--- src/rtl/alu_mdu_pkg.sv ---
// Shared opcode encodings and FSM states for the registered ALU with iterative MULTU/DIVU.
package alu_mdu_pkg;

  localparam logic [3:0] ALU_AND   = 4'b0000;
  localparam logic [3:0] ALU_OR    = 4'b0001;
  localparam logic [3:0] ALU_NOR   = 4'b0010;
  localparam logic [3:0] ALU_ADD   = 4'b0011;
  localparam logic [3:0] ALU_SUB   = 4'b0100;
  localparam logic [3:0] ALU_SLT   = 4'b0101;
  localparam logic [3:0] ALU_SLL   = 4'b0110;
  localparam logic [3:0] ALU_SRL   = 4'b0111;
  localparam logic [3:0] ALU_MULTU = 4'b1000;
  localparam logic [3:0] ALU_DIVU  = 4'b1001;

  typedef enum logic [1:0] {
    IDLE = 2'd0,
    RUN  = 2'd1,
    FIN  = 2'd2
  } state_t;

  function automatic logic is_multi(input logic [3:0] op);
    return (op == ALU_MULTU) || (op == ALU_DIVU);
  endfunction

endpackage

--- src/rtl/alu_mdu_iter.sv ---
// Iterative unsigned shift-add multiplier / restoring divider, one bit per step.
// hi/lo present the values after the current step so the top can commit them on the final edge.
module alu_mdu_iter
  import alu_mdu_pkg::*;
#(
  parameter  int WIDTH = 32,
  localparam int CW    = $clog2(WIDTH) + 1
) (
  input  logic             clk,
  input  logic             reset,
  input  logic             load,
  input  logic             step,
  input  logic             is_div,
  input  logic [WIDTH-1:0] a,
  input  logic [WIDTH-1:0] b,
  output logic [WIDTH-1:0] hi,
  output logic [WIDTH-1:0] lo,
  output logic             finish
);

  logic [WIDTH-1:0] acc;
  logic [WIDTH-1:0] mq;
  logic [WIDTH-1:0] dvs;
  logic             div_mode;
  logic [CW-1:0]    count;

  logic [WIDTH:0]   sum;
  logic [WIDTH:0]   shifted;
  logic [WIDTH:0]   diff;

  // NOTE: always_comb uses blocking assignments and assigns every output on every path, so no latch is inferred.
  always_comb begin
    sum     = {1'b0, acc} + (mq[0] ? {1'b0, dvs} : '0);
    shifted = {acc, mq[WIDTH-1]};
    diff    = shifted - {1'b0, dvs};
    hi      = sum[WIDTH:1];
    lo      = {sum[0], mq[WIDTH-1:1]};
    if (div_mode) begin
      // With a zero divisor every trial subtract succeeds: quotient becomes all ones, remainder becomes a.
      if (shifted >= {1'b0, dvs}) begin
        hi = diff[WIDTH-1:0];
        lo = {mq[WIDTH-2:0], 1'b1};
      end else begin
        hi = shifted[WIDTH-1:0];
        lo = {mq[WIDTH-2:0], 1'b0};
      end
    end
  end

  // NOTE: datapath registers are plain flops with sync reset; sequential state always uses non-blocking <=.
  always_ff @(posedge clk) begin
    if (reset) begin
      acc      <= '0;
      mq       <= '0;
      dvs      <= '0;
      div_mode <= 1'b0;
      count    <= '0;
    end else if (load) begin
      acc      <= '0;
      mq       <= a;
      dvs      <= b;
      div_mode <= is_div;
      count    <= CW'(WIDTH);
    end else if (step && (count != '0)) begin
      acc   <= hi;
      mq    <= lo;
      count <= count - CW'(1);
    end
  end

  assign finish = step && (count == CW'(1));

endmodule

--- src/rtl/alu_mdu.sv ---
// Registered EX-stage ALU: single-cycle logic/arith/shift ops plus iterative MULTU/DIVU into HI/LO.
// The final mul/div step commits HI/LO on the edge that enters FIN, so done lands WIDTH+1 cycles after start.
module alu_mdu
  import alu_mdu_pkg::*;
#(
  parameter  int WIDTH = 32,
  localparam int SHW   = $clog2(WIDTH)
) (
  input  logic             clk,
  input  logic             reset,
  input  logic             start,
  input  logic [3:0]       alu_op,
  input  logic [WIDTH-1:0] a,
  input  logic [WIDTH-1:0] b,
  input  logic [SHW-1:0]   shamt,
  output logic             busy,
  output logic             done,
  output logic             zero,
  output logic [WIDTH-1:0] result,
  output logic [WIDTH-1:0] hi,
  output logic [WIDTH-1:0] lo,
  output logic             div_by_zero
);

  state_t           state;
  logic [WIDTH-1:0] alu_res;
  logic             dbz_pend;
  logic             accept;
  logic             iter_load;
  logic             iter_finish;
  logic [WIDTH-1:0] iter_hi;
  logic [WIDTH-1:0] iter_lo;

  always_comb begin
    alu_res = '0;
    unique case (alu_op)
      ALU_AND: alu_res = a & b;
      ALU_OR:  alu_res = a | b;
      ALU_NOR: alu_res = ~(a | b);
      ALU_ADD: alu_res = a + b;
      ALU_SUB: alu_res = a - b;
      ALU_SLT: alu_res = {{(WIDTH-1){1'b0}}, ($signed(a) < $signed(b))};
      ALU_SLL: alu_res = b << shamt;
      ALU_SRL: alu_res = b >> shamt;
      default: alu_res = '0;
    endcase
  end

  // FIN behaves like IDLE for new requests, which lets a start in the done cycle be accepted.
  assign accept    = start && (state != RUN);
  assign iter_load = accept && is_multi(alu_op);

  alu_mdu_iter #(.WIDTH(WIDTH)) u_iter (
    .clk    (clk),
    .reset  (reset),
    .load   (iter_load),
    .step   (state == RUN),
    .is_div (alu_op == ALU_DIVU),
    .a      (a),
    .b      (b),
    .hi     (iter_hi),
    .lo     (iter_lo),
    .finish (iter_finish)
  );

  always_ff @(posedge clk) begin
    if (reset) begin
      state       <= IDLE;
      busy        <= 1'b0;
      done        <= 1'b0;
      result      <= '0;
      zero        <= 1'b1;
      hi          <= '0;
      lo          <= '0;
      div_by_zero <= 1'b0;
      dbz_pend    <= 1'b0;
    end else begin
      done <= 1'b0;
      unique case (state)
        IDLE, FIN: begin
          state <= IDLE;
          if (accept) begin
            if (is_multi(alu_op)) begin
              state    <= RUN;
              busy     <= 1'b1;
              dbz_pend <= (alu_op == ALU_DIVU) && (b == '0);
            end else begin
              result      <= alu_res;
              zero        <= (alu_res == '0);
              done        <= 1'b1;
              div_by_zero <= 1'b0;
            end
          end
        end
        RUN: begin
          if (iter_finish) begin
            state       <= FIN;
            busy        <= 1'b0;
            done        <= 1'b1;
            hi          <= iter_hi;
            lo          <= iter_lo;
            result      <= iter_lo;
            zero        <= (iter_lo == '0);
            div_by_zero <= dbz_pend;
          end
        end
        default: state <= IDLE;
      endcase
    end
  end

endmodule

--- config.mk ---
export PLATFORM = sky130hd
export DESIGN_NAME = alu_mdu
export DESIGN_NICKNAME = d
export VERILOG_FILES = /design/src/rtl/alu_mdu_pkg.sv /design/src/rtl/alu_mdu_iter.sv /design/src/rtl/alu_mdu.sv
export SDC_FILE = /design/constraint.sdc
export NUM_CORES = 1
export LEC_CHECK = 0
export ABC_CLOCK_PERIOD_IN_PS = 5370
export BUFFER_PORTS_ARGS = -buffer_cell sky130_fd_sc_hd__buf_2
export CORE_MARGIN = 5
export CORE_UTILIZATION = 46
export CTS_CLUSTER_SIZE = 25
export DETAILED_ROUTE_END_ITERATION = 7
export PLACE_DENSITY = 0.69
export SYNTH_ARGS = -nofsm -noshare
export SYNTH_HDL_FRONTEND = slang
export SYNTH_SLANG_ARGS = --single-unit
export TNS_END_PERCENT = 30
--- constraint.sdc ---
create_clock -name clk -period 5.37 [get_ports clk]
set_input_delay 0.2685 -clock clk [delete_from_list [all_inputs] [get_ports clk]]
set_output_delay 0.2685 -clock clk [all_outputs]
set_load 0.005 [all_outputs]
; Word level (Yosys, flattened, before mapping)
; Cells that the tools add are included.
[op_classes]
shifts = 2
bitwise_logic = 3
reduce_logical = 20
order_cmp = 2
muxes = 34
add_sub_neg = 5
eq_ne = 17
[op_table]
columns = operator, count
row1 = $mux 32, 9
row2 = $pmux 32 s8, 1
row3 = $logic_not 32->1, 3
row4 = $pmux 32 s2, 1
row5 = $sub 32x32->32, 2
row6 = $add 32x32->33, 1
row7 = $ge 33x32->1, 1
row8 = $add 32x32->32, 1
row9 = $and 32x32->32, 1
row10 = $lt 32x32->1, 1
row11 = $not 32->32, 1
row12 = $or 32x32->32, 1
row13 = $shl 32x5->32, 1
row14 = $shr 32x5->32, 1
row15 = $eq 4x3->1 const B, 4
row16 = $mux 1, 15
row17 = $mux 6, 2
row18 = $eq 4x2->1 const B, 2
row19 = $eq 4x4->1 const B, 2
row20 = $ne 2x2->1 const B, 4
row21 = $pmux 1 s2, 4
row22 = $reduce_and 4->1, 2
row23 = $eq 6x1->1 const B, 1
row24 = $reduce_bool 6->1, 1
row25 = 15 further kinds, 21
[totals]
inputBits = 76
reg_bits = 206
output_inout_bits = 100

; Longest topological paths before layout
; Gate-level depths: netlist of the first run.
[logic_depth]
word_depth = 7
depth_mapped = 16

; Modules after synthesis
; A second synthesis of the first run with hierarchy kept.
[hier_totals]
hier_cells = 3127
hier_area_um2 = 23443.7
[by_module_without_submodules]
columns = mod, area_each_um2, cells_per_inst, instances
row1 = alu_mdu, 14291.2, 1971, 1
row2 = alu_mdu_iter, 9152.5, 1156, 1

; Least setup slack after synthesis of the first run
; OpenSTA, ideal clock, no wires.
[synth_timing]
kind = input-to-reg
from = input b[1]
to = register zero
t_arrival_ns = 3.375
n_path_buf = 1
path_stages = 14
slack_ns = 1.911
required_ns = 5.286
path_cell_list = clkbuf_1 > inv_1 > fa_1 > nor2b_1 > o31a_1 > o211ai_1 > a2111oi_2 > o21ai_0 > a2111oi_0 > o22a_1 > o22ai_1 > nor4_2 > nand4b_1 > o31ai_2
[synth_via]
elab_chain_len = 7
word_cells_on_any_way = 13
cone_classes = add/sub (2) / order compare (1) / shift (2) / mux (4) / bitwise (3) / reduce/logical (1)
[synth_lines]
columns = element, line
row1 = from (decl), alu_mdu.sv:14  ; input logic [WIDTH-1:0] b,
row2 = branches (longest 2 deep; another with $sub 32x32->32), -
row3 = $pmux 32 s8 (*), alu_mdu.sv:36  ; unique case (alu_op)
row4 = $logic_not 32->1 (*), alu_mdu.sv:89  ; zero <= (alu_res == '0);
row5 = $mux 1 (*), alu_mdu.sv:83  ; if (is_multi(alu_op)) begin
row6 = $mux 1 (*), alu_mdu.sv:82  ; if (accept) begin
row7 = $pmux 1 s2 (*), alu_mdu.sv:79  ; unique case (state)
row8 = to (signal assigned), alu_mdu.sv:89
row9 = to (signal assigned), alu_mdu.sv:103  ; zero <= (iter_lo == '0);
row10 = to (decl), alu_mdu.sv:18  ; output logic zero,
; Every way passes the cells marked *. The select of a mux whose other input is x is not followed.
; A chain may end at the register's enable or synchronous reset.

; Final worst setup path of the first run
[layout_timing]
from = input shamt[0]
to = register zero
[layout_via]
elab_chain_len = 6
word_cells_on_any_way = 7
cone_classes = shift (2) / mux (4) / reduce/logical (1)
[layout_lines]
columns = element, line
row1 = from (decl), alu_mdu.sv:15  ; input logic [SHW-1:0] shamt,
row2 = $shr 32x5->32 / $shl 32x5->32 (equally long branches), "alu_mdu.sv:44, alu_mdu.sv:43"
row3 = $pmux 32 s8 (*), alu_mdu.sv:36
row4 = $logic_not 32->1 (*), alu_mdu.sv:89
row5 = $mux 1 (*), alu_mdu.sv:83
row6 = $mux 1 (*), alu_mdu.sv:82
row7 = $pmux 1 s2 (*), alu_mdu.sv:79
; Every way passes the cells marked *; elsewhere a longest branch is shown, timed or not. The select of a mux whose other input is x is not followed.

==> impl_metrics.env, run 1 <==
export IMPL_grt_first_pass_wirelength_mm=154.8
export IMPL_synth_nets=3209
export IMPL_switching_share_pct=38.96
export IMPL_start_util_pct=46.40
export IMPL_skew_ns=0.03443
export IMPL_register_area_um2=4128
export IMPL_core_um2=47550
export IMPL_rows=80
export IMPL_outcome="finished, final reports clean"
export IMPL_ios=176
export IMPL_grt_total_usage_pct=38.17
export IMPL_netlist_cell_type_count=101
export IMPL_route_detailed_wl_per_inst_um=29.31
export IMPL_drt_iter0_markers=3458
export IMPL_syn_area_um2=22060
export IMPL_antenna_found_initial=3
export IMPL_end_kind="flop"
export IMPL_hold_viol=0
export IMPL_path_class="primary input to flop"
export IMPL_crit_path_top_delay_cell="nor4_1"
export IMPL_first_pass_iters=8
export IMPL_wirelength_mm=106.8
export IMPL_die_h_um=229
export IMPL_clkTransAtPathRegs_ns=0.07
export IMPL_num_fill_cells=4698
export IMPL_insertion_delay_ns=0.55
export IMPL_drive_above_1_share_pct=14.47
export IMPL_cts_resized=0
export IMPL_worst_path_largest_cell_delay_ns=0.81
export IMPL_grt_overflow_total=0
export IMPL_clk_path_buf_depth=3
export IMPL_grt_pass1_vias=23430
export IMPL_die_w_um=229
export IMPL_worstHoldEndpoint="u_iter.mq[25]"
export IMPL_synth_xor_area_share_pct=2.303
export IMPL_rsz0062_at_grt="false"
export IMPL_synthTopCellsByArea="dfxtp_1, ha_1, a21oi_1"
export IMPL_async_flop_share_pct=0
export IMPL_power_frac_comb_pct=36.5
export IMPL_critPathLaunchType="primary input"
export IMPL_peakVddDrop_uv=229.1
export IMPL_vias=25020
export IMPL_synth_edf_count=0
export IMPL_min_period_ns=4.428
export IMPL_synth_top_family_by_area="compound AO/OA/AOI/OAI gates"
export IMPL_cp_common_cell="buf_4"
export IMPL_hold_depth=3
export IMPL_worst_slew_pin_slew_ns=1.118
export IMPL_ys_ff_latch=206
export IMPL_ant_nets=0
export IMPL_synth_commonest_cells="nand2_1, nor2_1, a21oi_1, dfxtp_1, inv_1"
export IMPL_place_inst=3603
export IMPL_drc=0
export IMPL_setup_viol_count_final=0
export IMPL_multi_input_area_um2=16370
export IMPL_final_max_slew_viol_count=0
export IMPL_r2r_cells=16
export IMPL_synth_top_area_cell="dfxtp_1"
export IMPL_ys_seq_area_share_pct=18.69
export IMPL_pwr_share_seq_pct=32.3
export IMPL_rr_endpoint="hi[29]"
export IMPL_crit_required_ns=5.83
export IMPL_switchingPower_mw=1.916
export IMPL_hp_class="primary input to flop"
export IMPL_synth_top_area_share_pct=18.69
export IMPL_grt_max_degree=113
export IMPL_yosysMostFrequentCell="nand2_1"
export IMPL_cts_tree="done"
export IMPL_pre_cts_ws_ns=0.4981
export IMPL_synth_warnings=0
export IMPL_synthSimpleGateAreaFrac_pct=21.00
export IMPL_setup_ws_ns=0.9424
export IMPL_port_buffers=175
export IMPL_leakage_nw=9.770
export IMPL_area_delta_synth_final_pct=9.125
export IMPL_intPower_mw=3.002
export IMPL_clock_power_share_pct=31.2
export IMPL_place_gp_congestion=1.076
export IMPL_rrSetupSlack_ns=1.03
export IMPL_syn_avg_cell_area_um2=7.443
export IMPL_cts_sinks=206
export IMPL_drv_cap=0
export IMPL_tns_ns=0
export IMPL_htree_levels=1
export IMPL_finalCritPeriodShare_pct=82.45
export IMPL_max_freq_mhz=225.9
export IMPL_slew_headroom_pct=24.65
export IMPL_hold_buffers=0
export IMPL_synth_compound_area_share_pct=28.65
export IMPL_power_density_nw_per_um2=204.2
export IMPL_syn_inst=2964
export IMPL_hp_start="a[25]"
export IMPL_dieArea_um2=52440
export IMPL_critPathArrivalTime_ns=4.88
export IMPL_synth_flop_cell="dfxtp_1"
export IMPL_critPathMaxFanout=31
export IMPL_dp_hpwl_mm=81.74
export IMPL_crit_chain="buf_4 -> buf_4 -> buf_4 -> o41ai_1 -> o32ai_1 -> o211ai_1 -> nor4_1 -> nand4_1 -> nor4_2 -> nand4b_1 -> nor4_2 -> nand4b_1 -> o31ai_2"
export IMPL_via_per_inst=6.866
export IMPL_root_buffer="clkbuf_16"
export IMPL_final_nets=3257
export IMPL_cts_setup_buffers=0
export IMPL_synth_fa_ha_area_share_pct=9.720
export IMPL_regToRegStartpoint="u_iter.mq[0]"
export IMPL_numCtsBuffers=22
export IMPL_synthMuxAreaShare_pct=12.13
export IMPL_post_layout_nonfiller_instances=3644
==> critical path: cells and delay by family <==
family | cells | cell delay [ns]
and+or+nand+nor | 6 | 2.26
buffers and inverters | 3 | 1.26
AOI/OAI and AO/OA | 4 | 1.05
==> per-stage QoR <==
stage | instance area (um2) | power (mW) | hold slack (ns) | util [%]
5_1_grt | 24070 | 5.088 | 0.1115 | 50.63
3_3_place_gp | 23370 | 3.338 | 0.4399 | 49.15
6_report | 24080 | 4.917 | 0.09891 | 50.64
4_1_cts | 24070 | 4.853 | 0.08662 | 50.63
3_5_place_dp | 23370 | 3.332 | 0.4412 | 49.15
2_1_floorplan | 22060 | 2.719 | 0.4045 | -
==> cell type report <==
class,count,share of cell area [%]
Inverter,167,2.604
Timing Repair Buffer,252,6.138
Multi-Input combinational cell,2363,67.99
Sequential cell,206,17.14
Clock inverter,10,0.4313
Tap cell,615,3.196
Clock buffer,29,2.479
Antenna cell,2,0.02079
==> sequential cells by signal, indices dropped and copies added (netlist names), 2 cells and up <==
| name | cells |
|---|---|
| result | 32 |
| state | 2 |
| u_iter.dvs | 32 |
| hi | 32 |
| u_iter.acc | 32 |
| lo | 32 |
| u_iter.mq | 32 |
| u_iter.count | 6 |
==> routing by layer <==
layer,wire length (um),part of all wire [%],GRT usage [%],vias up
li1,-,-,-,11010
met1,41310,39,48.66,12040
met2,46360,43,59.51,1611
met3,12020,11,10.60,355
met4,7055,6.6,19.02,6
met5,40,0.037,0,-
==> cell families after synthesis <==
group	count (synthesis)
buffers and inverters	395
adder cells (fa/ha/maj)	169
XOR/XNOR	58
flip-flops	206
AND/OR/NAND/NOR	1005
AO/OA/AOI/OAI	946
multiplexers	185
==> power by group through the flow <==
| stage | Sequential (mW) | Combinational (mW) | Clock (mW) |
|---|---|---|---|
| 4_1_cts | 1.59 | 1.72 | 1.54 |
| 6_report | 1.59 | 1.79 | 1.53 |
| 3_3_place_gp | 1.62 | 1.72 | 0 |
| 3_5_place_dp | 1.62 | 1.71 | 0 |
| 5_1_grt | 1.59 | 1.87 | 1.63 |
| 2_1_floorplan | 1.61 | 1.11 | 0 |
==> placed cells by master, fill, tap and decap left out, drive strengths merged, types with 29 or more instances in the layout <==
cell type	n
nand4	32
mux2	38
o21ai	156
a211oi	95
mux2i	87
inv	169
nor3	57
nor4	32
ha	165
a221oi	39
nand2b	29
o221ai	34
xnor2	39
a21o	33
mux4	60
and2	43
dfxtp	206
nand3	61
o211ai	51
buf	252
clkbuf	29
nor2	323
nand2	325
a21oi	288
==> worst max-delay path by stage <==
stage / depth (start not counted) / end / slack [ns] / start
global placement: 13 / zero / 0.47 / shamt[0]
CTS: 13 / zero / 1.05 / shamt[0]
global route: 16 / hi[29] / 0.72 / u_iter.mq[0]
detailed placement: 13 / zero / 0.50 / shamt[0]
floorplan: 14 / zero / 1.91 / b[1]
finish: 13 / zero / 0.94 / shamt[0]
Note: power is estimated with default switching activity, not from simulation.
==> run 2, diff against run 1 <==
Settings changed: ABC_CLOCK_PERIOD_IN_PS 5370 to 4400.
Clock period 5.37 ns to 4.4 ns, I/O delays scaled along.
==> run 2 against run 1 <==
- sequential cell count unchanged
- the flow now finishes with violations (design-rule violations)
- sequential share of layout area is 0.62 points lower
- worst hold slack got worse by 0.073 ns
- final cell count grew 2.9%
- wire length up 2.5%
- register-to-register slack worse by 0.63 ns
- via count increased by 2.3%
- clock power up 30%
- final area up 3.8%
- clock-buffer cell count increased by 4
==> impl_metrics.env, run 2 (same netlist as run 1, synthesis figures left out) <==
export IMPL_outcome="finished, violations left"
export IMPL_violations="design-rule violations"
export IMPL_cts_sinks=206
export IMPL_antenna_found_initial=4
export IMPL_critPathMaxFanout=32
export IMPL_ios=176
export IMPL_tns_ns=0
export IMPL_end_kind="flop"
export IMPL_drv_cap=0
export IMPL_cts_resized=0
export IMPL_core_um2=47550
export IMPL_die_w_um=229
export IMPL_cts_tree="done"
export IMPL_port_buffers=175
export IMPL_mostFrequentLayoutCells="nand2_1, nor2_1, a21oi_1"
export IMPL_hp_class="primary input to flop"
export IMPL_min_period_ns=4.001
export IMPL_via_per_inst=6.823
export IMPL_grt_first_pass_wirelength_mm=157.2
export IMPL_total_power_mw=6.265
export IMPL_wirelength_mm=109.4
export IMPL_clk_path_buf_depth=3
export IMPL_crit_start="u_iter.mq[0]"
export IMPL_rsz0062_at_grt="false"
export IMPL_drc=8
export IMPL_pre_cts_ws_ns=0.3022
export IMPL_numCtsBuffers=23
export IMPL_setup_viol_count_final=0
export IMPL_hp_start="a[8]"
export IMPL_place_gp_congestion=1.094
export IMPL_hold_buffers=0
export IMPL_grt_max_degree=113
export IMPL_hold_viol=0
export IMPL_regToRegStartpoint="u_iter.mq[0]"
export IMPL_peakVddDrop_uv=324.0
export IMPL_max_freq_mhz=250.0
export IMPL_crit_required_ns=4.84
export IMPL_final_nets=3362
export IMPL_insertion_delay_ns=0.55
export IMPL_route_detailed_wl_per_inst_um=29.18
export IMPL_grt_pass1_vias=23940
export IMPL_power_density_nw_per_um2=250.8
export IMPL_fin_util_pct=52.54
export IMPL_area_delta_synth_final_pct=13.22
export IMPL_first_pass_iters=8
export IMPL_slew_headroom_pct=7.983
export IMPL_grt_total_usage_pct=39.11
export IMPL_start_util_pct=46.40
export IMPL_leakage_nw=10.33
export IMPL_cts_setup_buffers=0
export IMPL_path_class="flop to flop"
export IMPL_root_buffer="clkbuf_16"
export IMPL_worst_slew_pin_slew_ns=1.362
export IMPL_dp_hpwl_mm=85.42
export IMPL_die_h_um=229
export IMPL_finalCritPeriodShare_pct=90.92
export IMPL_final_max_slew_viol_count=0
export IMPL_htree_levels=1
export IMPL_drive_above_1_share_pct=17.42
export IMPL_setup_ws_ns=0.3994
export IMPL_dieArea_um2=52440
export IMPL_mostFrequentLayoutCell="nand2_1"
export IMPL_clkTransAtPathRegs_ns=0.06
export IMPL_ant_nets=0
export IMPL_drt_iter0_markers=3653
export IMPL_skew_ns=0.03261
export IMPL_vias=25590
export IMPL_rows=80
export IMPL_grt_overflow_total=0
export IMPL_critPathArrivalTime_ns=4.44
export IMPL_critPathLaunchType="flop"
## run 2: worst paths after layout
kind	end	slack, ns	cells past startpoint
worst max-delay path	hi[29]	0.40	14
worst min-delay path	u_iter.mq[8]	0.03	3
worst max register to register	hi[29]	0.40	14
worst min register to register	result[19]	0.45	2
## run 2: final cells by class
| class | instances | area, um2 |
|---|---|---|
| antenna | 1 | 2.502 |
| clock buffer | 33 | 683.2 |
| clock inverter | 9 | 86.33 |
| fill | 4642 | 22570 |
| inverter | 167 | 626.9 |
| multi-input combinational | 2363 | 16360 |
| sequential | 206 | 4128 |
| tap | 615 | 769.5 |
| timing repair buffer | 356 | 2321 |
## run 2: worst max-delay path: stages, from the launching register on
cell and delay [ns]:
dfxtp_1 0.35, buf_4 0.29, and2_1 0.19, ha_1 0.26, nor2b_1 0.17, o31a_1 0.28, nor3_1 0.32, o211a_1 0.27
a21oi_1 0.15, a31oi_1 0.34, o21ai_0 0.32, a311oi_1 0.40, xnor2_1 0.16, mux2i_1 0.12, a211oi_1 0.25
## run 2: where the power goes
group	switching (mW)	internal [mW]
clock network	0.841	1.14
registers	0.0353	1.90
logic	1.50	0.839
## run 2: metal layers
layer / GRT usage, % / share of wire [%]
met1: 48.98 / 38
met4: 24.43 / 8.3
met2: 59.26 / 42
met5: 0.7353 / 0.068
met3: 11.23 / 11
## run 2: through the flow
stage          cell area, um2  std cells  hold slack [ns]
2_1_floorplan           22060       2964           0.3560
3_3_place_gp            24210       3707           0.4397
3_5_place_dp            24210       3707           0.4441
4_1_cts                 24980       3749         0.005529
5_1_grt                 24980       3749          0.01612
6_report                24980       3750          0.02617
